File: src/rtl/uart_tx_dev.sv
// Memory-mapped 8N1 UART transmitter for the Bridge: CTRL/BAUD/TXDATA/STATUS registers,
// a small byte FIFO, and a registered TxD/IRQ driven by a four-state frame FSM.
module uart_tx_dev #(
    parameter int unsigned FIFO_DEPTH = 4,
    parameter logic [15:0] BAUD_RST   = 16'd433
) (
    input  logic        clk,
    input  logic        reset,
    input  logic [1:0]  Addr,
    input  logic        WE,
    input  logic [31:0] DataIn,
    output logic [31:0] DataOut,
    output logic        IRQ,
    output logic        TxD
);
    localparam int unsigned AW = (FIFO_DEPTH > 1) ? $clog2(FIFO_DEPTH) : 1;
    localparam int unsigned CW = AW + 1;
    localparam logic [CW-1:0] FULL_CNT = CW'(FIFO_DEPTH);

    typedef enum logic [1:0] {
        S_IDLE  = 2'd0,
        S_START = 2'd1,
        S_DATA  = 2'd2,
        S_STOP  = 2'd3
    } state_e;

    state_e        state_q, state_d;
    logic [1:0]    ctrl_q, ctrl_d;
    logic [15:0]   baud_q, baud_d;
    logic [15:0]   div_q, div_d;
    logic [15:0]   baud_cnt_q, baud_cnt_d;
    logic [7:0]    shift_q, shift_d;
    logic [2:0]    bit_idx_q, bit_idx_d;
    logic [AW-1:0] wr_ptr_q, wr_ptr_d, rd_ptr_q, rd_ptr_d;
    logic [CW-1:0] count_q, count_d;
    logic          ovf_q, ovf_d;
    logic          txd_q, txd_d;
    logic          irq_q, irq_d;
    logic [7:0]    mem_q [FIFO_DEPTH];

    logic          en_s, ie_s, full_s, empty_s, busy_s;
    logic          push_s, push_ok_s, pop_s, bit_end_s, can_pop_s;
    logic [4:0]    cnt5_s;
    logic          unused_s;

    assign en_s      = ctrl_q[0];
    assign ie_s      = ctrl_q[1];
    assign full_s    = (count_q == FULL_CNT);
    assign empty_s   = (count_q == '0);
    assign busy_s    = (state_q != S_IDLE);
    assign push_s    = WE && (Addr == 2'd2);
    assign push_ok_s = push_s && !full_s;
    assign bit_end_s = (baud_cnt_q == div_q);
    assign can_pop_s = en_s && !empty_s;
    assign cnt5_s    = 5'(count_q);
    assign unused_s  = ^DataIn[31:16];

    // Frame sequencing; a pop latches the head byte and the current BAUD divisor.
    always_comb begin
        state_d    = state_q;
        div_d      = div_q;
        baud_cnt_d = baud_cnt_q;
        shift_d    = shift_q;
        bit_idx_d  = bit_idx_q;
        pop_s      = 1'b0;
        case (state_q)
            S_IDLE: begin
                if (can_pop_s) begin
                    pop_s      = 1'b1;
                    shift_d    = mem_q[rd_ptr_q];
                    div_d      = baud_q;
                    baud_cnt_d = 16'd0;
                    state_d    = S_START;
                end else begin
                    state_d    = S_IDLE;
                end
            end
            S_START: begin
                if (bit_end_s) begin
                    baud_cnt_d = 16'd0;
                    bit_idx_d  = 3'd0;
                    state_d    = S_DATA;
                end else begin
                    baud_cnt_d = baud_cnt_q + 16'd1;
                end
            end
            S_DATA: begin
                if (bit_end_s) begin
                    baud_cnt_d = 16'd0;
                    shift_d    = {1'b0, shift_q[7:1]};
                    bit_idx_d  = bit_idx_q + 3'd1;
                    if (bit_idx_q == 3'd7) begin
                        state_d = S_STOP;
                    end else begin
                        state_d = S_DATA;
                    end
                end else begin
                    baud_cnt_d = baud_cnt_q + 16'd1;
                end
            end
            S_STOP: begin
                if (bit_end_s) begin
                    baud_cnt_d = 16'd0;
                    if (can_pop_s) begin
                        pop_s   = 1'b1;
                        shift_d = mem_q[rd_ptr_q];
                        div_d   = baud_q;
                        state_d = S_START;
                    end else begin
                        state_d = S_IDLE;
                    end
                end else begin
                    baud_cnt_d = baud_cnt_q + 16'd1;
                end
            end
            default: begin
                state_d = S_IDLE;
            end
        endcase
    end

    // Register writes, FIFO bookkeeping and the registered line/IRQ values.
    always_comb begin
        ctrl_d   = ctrl_q;
        baud_d   = baud_q;
        ovf_d    = ovf_q;
        wr_ptr_d = wr_ptr_q;
        rd_ptr_d = rd_ptr_q;
        count_d  = count_q;
        if (WE && (Addr == 2'd0)) begin
            ctrl_d = DataIn[1:0];
        end else begin
            ctrl_d = ctrl_q;
        end
        if (WE && (Addr == 2'd1)) begin
            baud_d = DataIn[15:0];
        end else begin
            baud_d = baud_q;
        end
        // FULL is judged before the edge, so a same-cycle pop never rescues a push.
        if (push_s && full_s) begin
            ovf_d = 1'b1;
        end else if (WE && (Addr == 2'd3)) begin
            ovf_d = 1'b0;
        end else begin
            ovf_d = ovf_q;
        end
        if (push_ok_s) begin
            wr_ptr_d = wr_ptr_q + AW'(1);
        end else begin
            wr_ptr_d = wr_ptr_q;
        end
        if (pop_s) begin
            rd_ptr_d = rd_ptr_q + AW'(1);
        end else begin
            rd_ptr_d = rd_ptr_q;
        end
        case ({push_ok_s, pop_s})
            2'b10:   count_d = count_q + CW'(1);
            2'b01:   count_d = count_q - CW'(1);
            default: count_d = count_q;
        endcase
        case (state_q)
            S_START: txd_d = 1'b0;
            S_DATA:  txd_d = shift_q[0];
            default: txd_d = 1'b1;
        endcase
        irq_d = ie_s && empty_s && (state_q == S_IDLE);
    end

    // State and register update with synchronous active-low reset.
    always_ff @(posedge clk) begin
        if (!reset) begin
            state_q    <= S_IDLE;
            ctrl_q     <= 2'd0;
            baud_q     <= BAUD_RST;
            div_q      <= 16'd0;
            baud_cnt_q <= 16'd0;
            shift_q    <= 8'd0;
            bit_idx_q  <= 3'd0;
            wr_ptr_q   <= '0;
            rd_ptr_q   <= '0;
            count_q    <= '0;
            ovf_q      <= 1'b0;
            txd_q      <= 1'b1;
            irq_q      <= 1'b0;
        end else begin
            state_q    <= state_d;
            ctrl_q     <= ctrl_d;
            baud_q     <= baud_d;
            div_q      <= div_d;
            baud_cnt_q <= baud_cnt_d;
            shift_q    <= shift_d;
            bit_idx_q  <= bit_idx_d;
            wr_ptr_q   <= wr_ptr_d;
            rd_ptr_q   <= rd_ptr_d;
            count_q    <= count_d;
            ovf_q      <= ovf_d;
            txd_q      <= txd_d;
            irq_q      <= irq_d;
        end
    end

    // FIFO storage; contents need no reset because count/pointers gate every read.
    always_ff @(posedge clk) begin
        if (push_ok_s && reset) begin
            mem_q[wr_ptr_q] <= DataIn[7:0];
        end
    end

    // Register read mux.
    always_comb begin
        case (Addr)
            2'd0:    DataOut = {30'd0, ctrl_q};
            2'd1:    DataOut = {16'd0, baud_q};
            2'd2:    DataOut = 32'd0;
            2'd3:    DataOut = {23'd0, cnt5_s, ovf_q, empty_s, full_s, busy_s};
            default: DataOut = 32'd0;
        endcase
    end

    assign TxD = txd_q;
    assign IRQ = irq_q;

endmodule
File: config.mk
export PLATFORM = sky130hd
export DESIGN_NAME = uart_tx_dev
export DESIGN_NICKNAME = d
export VERILOG_FILES = /design/src/rtl/uart_tx_dev.sv
export SDC_FILE = /design/constraint.sdc
export NUM_CORES = 1
export LEC_CHECK = 0
export BUFFER_PORTS_ARGS = -buffer_cell sky130_fd_sc_hd__buf_2
export CAP_MARGIN = 15
export CORE_AREA = 2 2 146 77
export DETAILED_ROUTE_END_ITERATION = 12
export DIE_AREA = 0 0 148 79
export GPL_ROUTABILITY_DRIVEN = 0
export MAX_ROUTING_LAYER = met4
export PLACE_DENSITY = 0.66
export RECOVER_POWER = 25
export SLEW_MARGIN = 10
export SYNTH_ARGS = -nofsm -noshare
export SYNTH_HDL_FRONTEND = slang
export SYNTH_SLANG_ARGS = --single-unit
File: constraint.sdc
create_clock -name clk -period 7.33 [get_ports clk]
set_input_delay 0.3665 -clock clk [delete_from_list [all_inputs] [get_ports clk]]
set_output_delay 0.3665 -clock clk [all_outputs]
set_load 0.02 [all_outputs]
Yosys cells after proc, flatten, opt, wreduce, memory -nomap -nowiden. Memories as Yosys holds them, arrays and structs flattened. A register that Yosys moved wholly into a read port is not among the register bits. Index checks and enable logic that the tools add are counted.

Flip-flop bits (word level): 73. Memories kept: 1. Output and inout bits: 34. Bits in writable memories: 32. Bits of input ports: 37.

$add $sub $neg: 6. Muxes and demuxes: 31. Reductions and logical operators: 26. Equal/unequal tests: 15.

Memory list: mem_q (words 4, bits a word 8, rd ports 1, clocked after memory_dff 1, write ports 1, RTL line 39) `logic [7:0] mem_q [FIFO_DEPTH];`.

Operators by type and width (number): one-hot mux 32 bit (4 select lines) (1); 2-to-1 mux 16 bit (4); one-hot mux 16 bit (2 select lines) (2); 2-to-1 mux 8 bit (3); one-hot mux 8 bit (3 select lines) (1); adder 16 x 1 -> 16 bit (second input constant) (1); equality test 16 bit (1); one-hot mux 3 bit (2 select lines) (2); equality test 2 bit (second input constant) (5); logical AND 1 bit (10); 2-to-1 mux 2 bit (5); nonzero test 2 bit (5); AND reduction 3 bit (3); 2-to-1 mux 1 bit (8); inequality test 2 bit (second input constant) (4); one-hot mux 2 bit (4 select lines) (1); adder 3 x 1 -> 3 bit (second input constant) (2); equality test 2 x 1 -> 1 bit (second input constant) (3); equality test 3 bit (second input constant) (2); 2-to-1 mux 3 bit (2); adder 2 x 1 -> 2 bit (second input constant) (2); zero test 2 bit (2); one-hot mux 1 bit (2 select lines) (2); zero test 3 bit (1); 5 further kinds (6).

Depth between registers and ports, before layout. Gate-level depths: netlist of run 1.

Depth in word-level cells: 8. Mapped depth: 11.

Worst setup path after synthesis of run 1. OpenSTA, ideal clock, no wires.

Path type: reg2reg. Start point: register baud_cnt_q[7]. End point: register count_q[2]. Cell stages (with the launch flop): 12. Buffers on the path: 0. Data arrival time: 2457 ps. Slack: 4803 ps. Cells stage by stage: dfxtp_1 > xor2_1 > nor4_4 > nand4_4 > nor2_1 > o21a_1 > ha_1 > inv_1 > fa_1 > xor2_1 > or3_1 > a21oi_1.

Cells in the longest elaborated chain, start to end: 5.

RTL lines: start, declared (RTL line 31) `logic [15:0] baud_cnt_q, baud_cnt_d;`; start signal, assigned (RTL line 192) `baud_cnt_q <= baud_cnt_d;`; equality test 16 bit (*) (RTL line 53) `assign bit_end_s = (baud_cnt_q == div_q);`; 2-to-1 mux 1 bit (*) (RTL line 102) `if (bit_end_s) begin`; one-hot mux 1 bit (2 select lines) (*) (RTL line 66) `case (state_q)`; net pop_s (RTL line 42) `logic push_s, push_ok_s, pop_s, bit_end_s, can_pop_s;`; equality test 2 x 1 -> 1 bit / equality test 2 bit (equally long branches) (RTL line 158) `case ({push_ok_s, pop_s})`; one-hot mux 3 bit (2 select lines) / nonzero test 2 bit (equally long branches); end signal, assigned (RTL line 197) `count_q <= count_d;`; end, declared (RTL line 35) `logic [CW-1:0] count_q, count_d;`.

The timed path passes the listed nets; every way through them passes the cells marked *. A chain may end at the register's enable or synchronous reset.

==> summary.md, run 1 <==
| Metric | Value |
|---|---|
| Yosys reg bits | `107` |
| CP Class | `in -> reg` |
| Layout Skew | `0.00722 ns` |
| Full die area | `11700 um^2` |
| Final TNS setup | `0 ns` |
| Period utilization | `51.9%` |
| Synth Warn # | `0` |
| Crit path max fanout | `69` |
| Area grow syn2layout | `10.8%` |
| Port Buffers | `38` |
| Layout cells sized above 1 | `11.1%` |
| Max Cap Viol | `1` |
| Worst Hold Class | `in -> reg` |
| Core ar. | `10500 um^2` |
| Critical path, cell by cell | `buf_2, clkbuf_1, clkinv_1, clkbuf_1, nor2_1, a311o_1` |
| Total gr overflow | `0` |
| Clock Latency Late Sink | `0.36 ns` |
| Syn avg cell area | `10.0 um^2` |
| N_diodes | `0` |
| CTS buffer count | `9` |
| Root Buffer | `clkbuf_16` |
| R2r startpoint | `baud_cnt_q[9]` |
| Wirelength per Cell | `16.6 um` |
| Synth Cell Area | `5090 um^2` |
| Post-synth EDFFs | `32` |
| H-tree Lvls | `3` |
| Status | `complete, but fails checks` |
| Num rows | `27` |
| P_leak | `2.25 nW` |
| Multi-input gate area | `2420 um^2` |
| Residual DRC count | `0` |
| Worst-case reg-to-reg path depth | `11` |
| Hold_ws | `0.218 ns` |
| First-pass GRT wire length | `18500 um` |
| Highest-count cells in the layout ignoring fill and taps | `nand2_1 (113), dfxtp_1 (75), mux2i_1 (35)` |
| Failing checks | `max-capacitance violations, max-slew violations` |
| Sequential element share of the synthesized area | `48.3%` |
| TritonCTS clock tree | `yes` |
| GRT Resource Usage Total | `21.3%` |
| Antenna violations before repair | `0` |
| PwrDens | `219 nW/um^2` |
| Met3 Usage GRT | `4.77%` |
| Via count | `3674` |
| Via density | `5.35` |
| CP Capture Type | `flip-flop` |
| Met1 Use GR | `30.7%` |
| Setup crit start | `reset` |
| Clk slew on worst S/H paths | `0.07 ns` |
| Arr. time, crit path | `4.10 ns` |
| Post-CTS sizing | `0` |
| Clock sink count | `107` |
| Register area | `2460 um^2` |
| Worst R2R Setup Slack | `4.22 ns` |
| Max incr delay on CP | `2.04 ns` |
| Filler instances | `963` |
| DRT iter0 DRCs | `235` |
| Worst path slowest cell | `clkbuf_1` |
| CP most frequent cell | `clkbuf_1` |
| Most crowded layer after global routing | `met1` |
| Setup Viol. Count Final | `0` |
| Initial Util | `48.3%` |
| Hpwl dp | `8050 um` |
| Vias in the first global route | `3501` |
| Met2 Use GR | `30.3%` |
| Synth Flop Type | `dfxtp_1` |
| Postcts setup bufs | `0` |
| Max VDD drop | `131 uV` |
| Max-slew violations | `70` |
| Pin count of the biggest net entering global routing | `70` |
| Die Y | `79 um` |
| Nets | `589` |
| Fin crit period | `3.81 ns` |
| Post-synthesis cell count | `509` |
| RSZ-0062 raised after global routing | `false` |
| Fmax | `263 MHz` |
| Fin. Hold Viols | `0` |
| Reg2reg end | `count_q[2]` |
| Yosys cell types | `52` |
| Async SR Flop Fraction | `0%` |
| ANT nets after route | `0` |
| Hold buffer count at cts | `0` |
| Number of I/O pins | `71` |
| Chip width | `148 um` |
| Total power | `0.00124 W` |
| CTS max path bufs | `2` |
| Slew at the pin with the worst max-slew slack | `2.91 ns` |
| Commonest non-fill, non-tap cell in the layout | `nand2_1` |
| Drt total wl | `11400 um` |
| Worst EP required | `7.63 ns` |
| Max-Slew Margin vs Limit | `-93.9%` |
| Drt pass-1 iters | `5` |
| Critical Path Start Type | `input pin` |
==> flip-flops by register name, summed over array words and instances (netlist names), named ones only <==
signal and flops:
IRQ 1, TxD 1, baud_cnt_q 16, baud_q 16
bit_idx_q 3, count_q 3, ctrl_q 2, div_q 16
mem_q 32, ovf_q 1, rd_ptr_q 2, shift_q 8
state_q 2, wr_ptr_q 2
==> critical path: cells and delay by family <==
kind / cells / cell delay [ns]
buffers and inverters: 4 / 3.15
AND/OR/NAND/NOR: 1 / 0.36
AO/OA/AOI/OAI: 1 / 0.21
==> kinds of logic after synthesis <==
kind of cell    count (synthesis)  share of synthesized area, %
compound gates                 48                          6.22
fa+ha+maj                      15                          3.83
buf+inv                        52                          5.31
simple gates                  210                          20.1
mux                            43                          10.4
other cells                     1                        0.0736
flops                         107                          48.3
xor+xnor                       33                          5.67
==> stage by stage <==
step | worst slack [ns] | std cells | cell area (um^2) | utilization, %
2_1_floorplan | 4.80 | 524 | 5150 | -
3_3_place_gp | 4.49 | 671 | 5320 | 50.5
3_5_place_dp | 4.39 | 671 | 5320 | 50.5
4_1_cts | 4.31 | 687 | 5660 | 53.7
5_1_grt | 3.04 | 687 | 5640 | 53.5
6_report | 3.52 | 687 | 5640 | 53.5
==> area by class of cell <==
| class | count | share of cell area (%) |
|---|---|---|
| well taps | 145 | 3.22 |
| clock inverters | 7 | 2.06 |
| flip-flops and latches | 107 | 43.6 |
| clock buffers | 9 | 3.99 |
| multi-input cells | 365 | 42.8 |
| repair buffers | 41 | 3.37 |
| inverters | 13 | 0.865 |
==> per-layer routing <==
metal  vias up  routed length, um
met3        11                655
li1       1778                  -
met5         -                  0
met2        95               4800
met1      1790               5810
met4         0                118
==> worst min-delay path by stage <==
| stage | slack, ns | cells past startpoint | endpoint | from |
|---|---|---|---|---|
| after floorplan | 0.43 | 2 | shift_q[0] | shift_q[0] |
| after global placement | 0.44 | 2 | shift_q[0] | shift_q[0] |
| after detailed placement | 0.45 | 2 | shift_q[0] | shift_q[0] |
| after CTS | 0.21 | 3 | baud_q[8] | DataIn[8] |
| after global routing | 0.23 | 3 | baud_q[8] | DataIn[8] |
| final | 0.22 | 3 | baud_q[8] | DataIn[8] |
==> where the power goes <==
group	leakage, nW	switching (W)	internal [W]
sequential	0.894	0.00000564	0.000615
combinational	1.19	0.0000494	0.0000206
clock	0.167	0.000237	0.000310
==> Yosys cell counts (12+ instances only) <==
cell	instances	area share (%)
a21oi_1	21	2.1
buf_4	16	2.4
clkbuf_1	18	1.3
dfxtp_1	75	29
edfxtp_1	32	19
ha_1	14	3.4
inv_1	12	0.88
mux2i_1	35	6.9
nand2_1	113	8.3
nand3_1	22	2.2
nor2_1	26	1.9
xor2_1	29	5.0
Power figures use the tool's default switching activity.
==> inputs of run 2 (changes only) <==
--- a/config.mk
+++ b/config.mk
@@ -12,7 +12,7 @@
 export DIE_AREA = 0 0 148 79
 export GPL_ROUTABILITY_DRIVEN = 0
 export MAX_ROUTING_LAYER = met4
-export PLACE_DENSITY = 0.66
+export PLACE_DENSITY = 0.69
 export RECOVER_POWER = 25
 export SLEW_MARGIN = 10
 export SYNTH_ARGS = -nofsm -noshare
==> constraint.sdc (replaced) <==
create_clock -name clk -period 3.1 [get_ports clk]
set_input_delay 0.155 -clock clk [delete_from_list [all_inputs] [get_ports clk]]
set_output_delay 0.155 -clock clk [all_outputs]
set_load 0.02 [all_outputs]
==> run 2 against run 1 <==
  * The flow still finishes with violations (max-capacitance violations, max-slew violations)
  * Sequential power grew 140%
  * Highest routed layer unchanged
  * Cell count is 1.3% higher
  * Clock-buffer cell count rose by 1
  * Via count up 1.2%
  * Flip-flop and latch count is the same
==> summary.md, run 2 (synthesis results as in run 1) <==
| Metric | Value |
|---|---|
| Hpwl dp | `8280 um (was 8050 um)` |
| Max incr delay on CP | `0.44 ns (was 2.04 ns)` |
| Fin crit period | `2.89 ns` |
| Layout cells sized above 1 | `12.5% (was 11.1%)` |
| Filler instances | `976 (was 963)` |
| Worst EP required | `3.39 ns (was 7.63 ns)` |
| R2r startpoint | `baud_cnt_q[1] (was baud_cnt_q[9])` |
| Multi-input gate area | `2420 um^2 (about the same)` |
| Clock Latency Late Sink | `0.35 ns (was 0.36 ns)` |
| Area grow syn2layout | `10.8% (unchanged)` |
| Core ar. | `10500 um^2 (unchanged)` |
| Chip width | `148 um (unchanged)` |
| Clk slew on worst S/H paths | `0.07 ns (about the same)` |
| Max VDD drop | `283 uV (was 131 uV)` |
| GRT Resource Usage Total | `21.2% (was 21.3%)` |
| Layout Utilization | `53.5% (unchanged)` |
| Period utilization | `93.1%` |
| Layout Skew | `0.00720 ns (was 0.00722 ns)` |
| TritonCTS clock tree | `yes (unchanged)` |
| Placed Cells | `678 (was 671)` |
| Max-Slew Margin vs Limit | `-4.92% (was -93.9%)` |
| Total gr overflow | `0 (unchanged)` |
| First-pass GRT wire length | `18400 um (was 18500 um)` |
| N_diodes | `0 (unchanged)` |
| Slew at the pin with the worst max-slew slack | `1.57 ns (was 2.91 ns)` |
| P_leak | `2.26 nW (was 2.25 nW)` |
| Via density | `5.34 (was 5.35)` |
| Finished Layout Cells | `696 (was 687)` |
| Worst Hold Class | `in -> reg (unchanged)` |
| Port Buffers | `38 (unchanged)` |
| Setup crit start | `baud_cnt_q[1] (was reset)` |
| Pin count of the biggest net entering global routing | `39 (was 70)` |
| Drt pass-1 iters | `5 (unchanged)` |
| Nets | `598 (was 589)` |
| Number of I/O pins | `71 (unchanged)` |
| DRT iter0 DRCs | `210 (was 235)` |
| CP Capture Type | `flip-flop (unchanged)` |
| Via count | `3718 (was 3674)` |
| Bufs and invs on worst path | `1 (was 4)` |
| Antenna violations before repair | `0 (unchanged)` |
| Worst path slowest cell | `dfxtp_1 (was clkbuf_1)` |
| Clock sink count | `107 (unchanged)` |
| Drt total wl | `11400 um (about the same)` |
| CTS buffer count | `9 (unchanged)` |
| Residual DRC count | `0 (unchanged)` |
| Arr. time, crit path | `3.17 ns (was 4.10 ns)` |
| Hold Startpoint | `DataIn[8] (unchanged)` |
| Highest-count cells in the layout ignoring fill and taps | `nand2_1 (113), dfxtp_1 (75), mux2i_1 (35) (unchanged)` |
| Commonest non-fill, non-tap cell in the layout | `nand2_1 (unchanged)` |
| Worst path top cell family by delay | `simple AND/OR/NAND/NOR gates (was buffers and inverters)` |
| Setup Viol. Count Final | `0 (unchanged)` |
| Max-slew violations | `39 (was 70)` |
| Register area | `2460 um^2 (unchanged)` |
| Largest register by flop count | `mem_q (unchanged)` |
| CTS max path bufs | `2 (unchanged)` |
| CP most frequent cell | `xor2_1 (was clkbuf_1)` |
| Num rows | `27 (unchanged)` |
| Number of flip-flops in the largest register | `32 (unchanged)` |
| Vias in the first global route | `3489 (was 3501)` |
| Max Cap Viol | `1 (unchanged)` |
| Critical Path Start Type | `flip-flop (was input pin)` |
| H-tree Lvls | `3 (unchanged)` |
| Failing checks | `max-capacitance violations, max-slew violations (unchanged)` |
| Crit path max fanout | `7 (was 69)` |
| Die Y | `79 um (unchanged)` |
| Wirelength per Cell | `16.4 um (was 16.6 um)` |
| PwrDens | `479 nW/um^2 (was 219 nW/um^2)` |
| Hold buffer count at cts | `0 (unchanged)` |
| Status | `complete, but fails checks (unchanged)` |
| Initial Util | `48.3% (unchanged)` |
| Full die area | `11700 um^2 (unchanged)` |
| Root Buffer | `clkbuf_16 (unchanged)` |
| CP Class | `reg -> reg (was in -> reg)` |
| Critical path, cell by cell | `xor2_1, nor4_4, nand4_4, nor2_2, o21a_1, ha_1, inv_1, fa_1, xor2_1, or3_1, a21oi_1 (was buf_2, clkbuf_1, clkinv_1, clkbuf_1, nor2_1, a311o_1)` |
| Fin. Hold Viols | `0 (unchanged)` |
| ANT nets after route | `0 (unchanged)` |
| Fmax | `346 MHz` |
-- run 2: final timing paths --
kind                                   end  cells after the start  slack, ns
worst max-delay path            count_q[2]                     11       0.21
worst min-delay path             baud_q[8]                      3       0.02
worst max register to register  count_q[2]                     11       0.21
worst min register to register  shift_q[0]                      2       0.46
-- run 2: repair_timing --
action                                  4_1_cts  5_1_grt
buffers inserted                              0        2
endpoints found under the setup margin        0        1
resized for setup                             0        1
-- run 2: final cells by class --
class,instances,area share (%)
Inverter,13,0.865
Clock buffer,10,4.06
Tap cell,145,3.22
Multi-Input combinational cell,365,42.9
Timing Repair Buffer,50,4.64
Clock inverter,6,0.688
Sequential cell,107,43.6
-- run 2: worst min-delay path: stages --
cell     delay (ns)
buf_2          0.08
nand2_1        0.04
nand3_1        0.06
-- run 2: stage by stage --
step / TNS (ns) / hold WS [ns] / worst slack, ns / power, W / instance area, um^2
global route: -0.00760 / 0.0391 / -0.00760 / 0.00280 / 5640
CTS: 0 / 0.0191 / 0.187 / 0.00271 / 5640
global placement: 0 / 0.374 / 0.289 / 0.00166 / 5380
detailed placement: 0 / 0.385 / 0.198 / 0.00167 / 5380
floorplan: 0 / 0.254 / 0.573 / 0.00163 / 5150
finish: 0 / 0.0240 / 0.213 / 0.00270 / 5640
-- run 2: power by group --
group	total (W)	switching [W]	internal, W
clock	0.00106	0.000517	0.000546
sequential	0.00147	0.0000131	0.00145
combinational	0.000170	0.000118	0.0000515
total	0.00270	0.000648	0.00205
-- run 2: metal layers --
metal  routed length, um  up-vias  share of wire [%]  global-route usage (%)
met5                   0        -                  0                       -
met4                 117        0                1.0                    5.05
met3                 767       18                6.7                    5.57
met2                4610      122                 40                    28.7
met1                5950     1790                 52                    31.3
li1                    -     1788                  -                       -
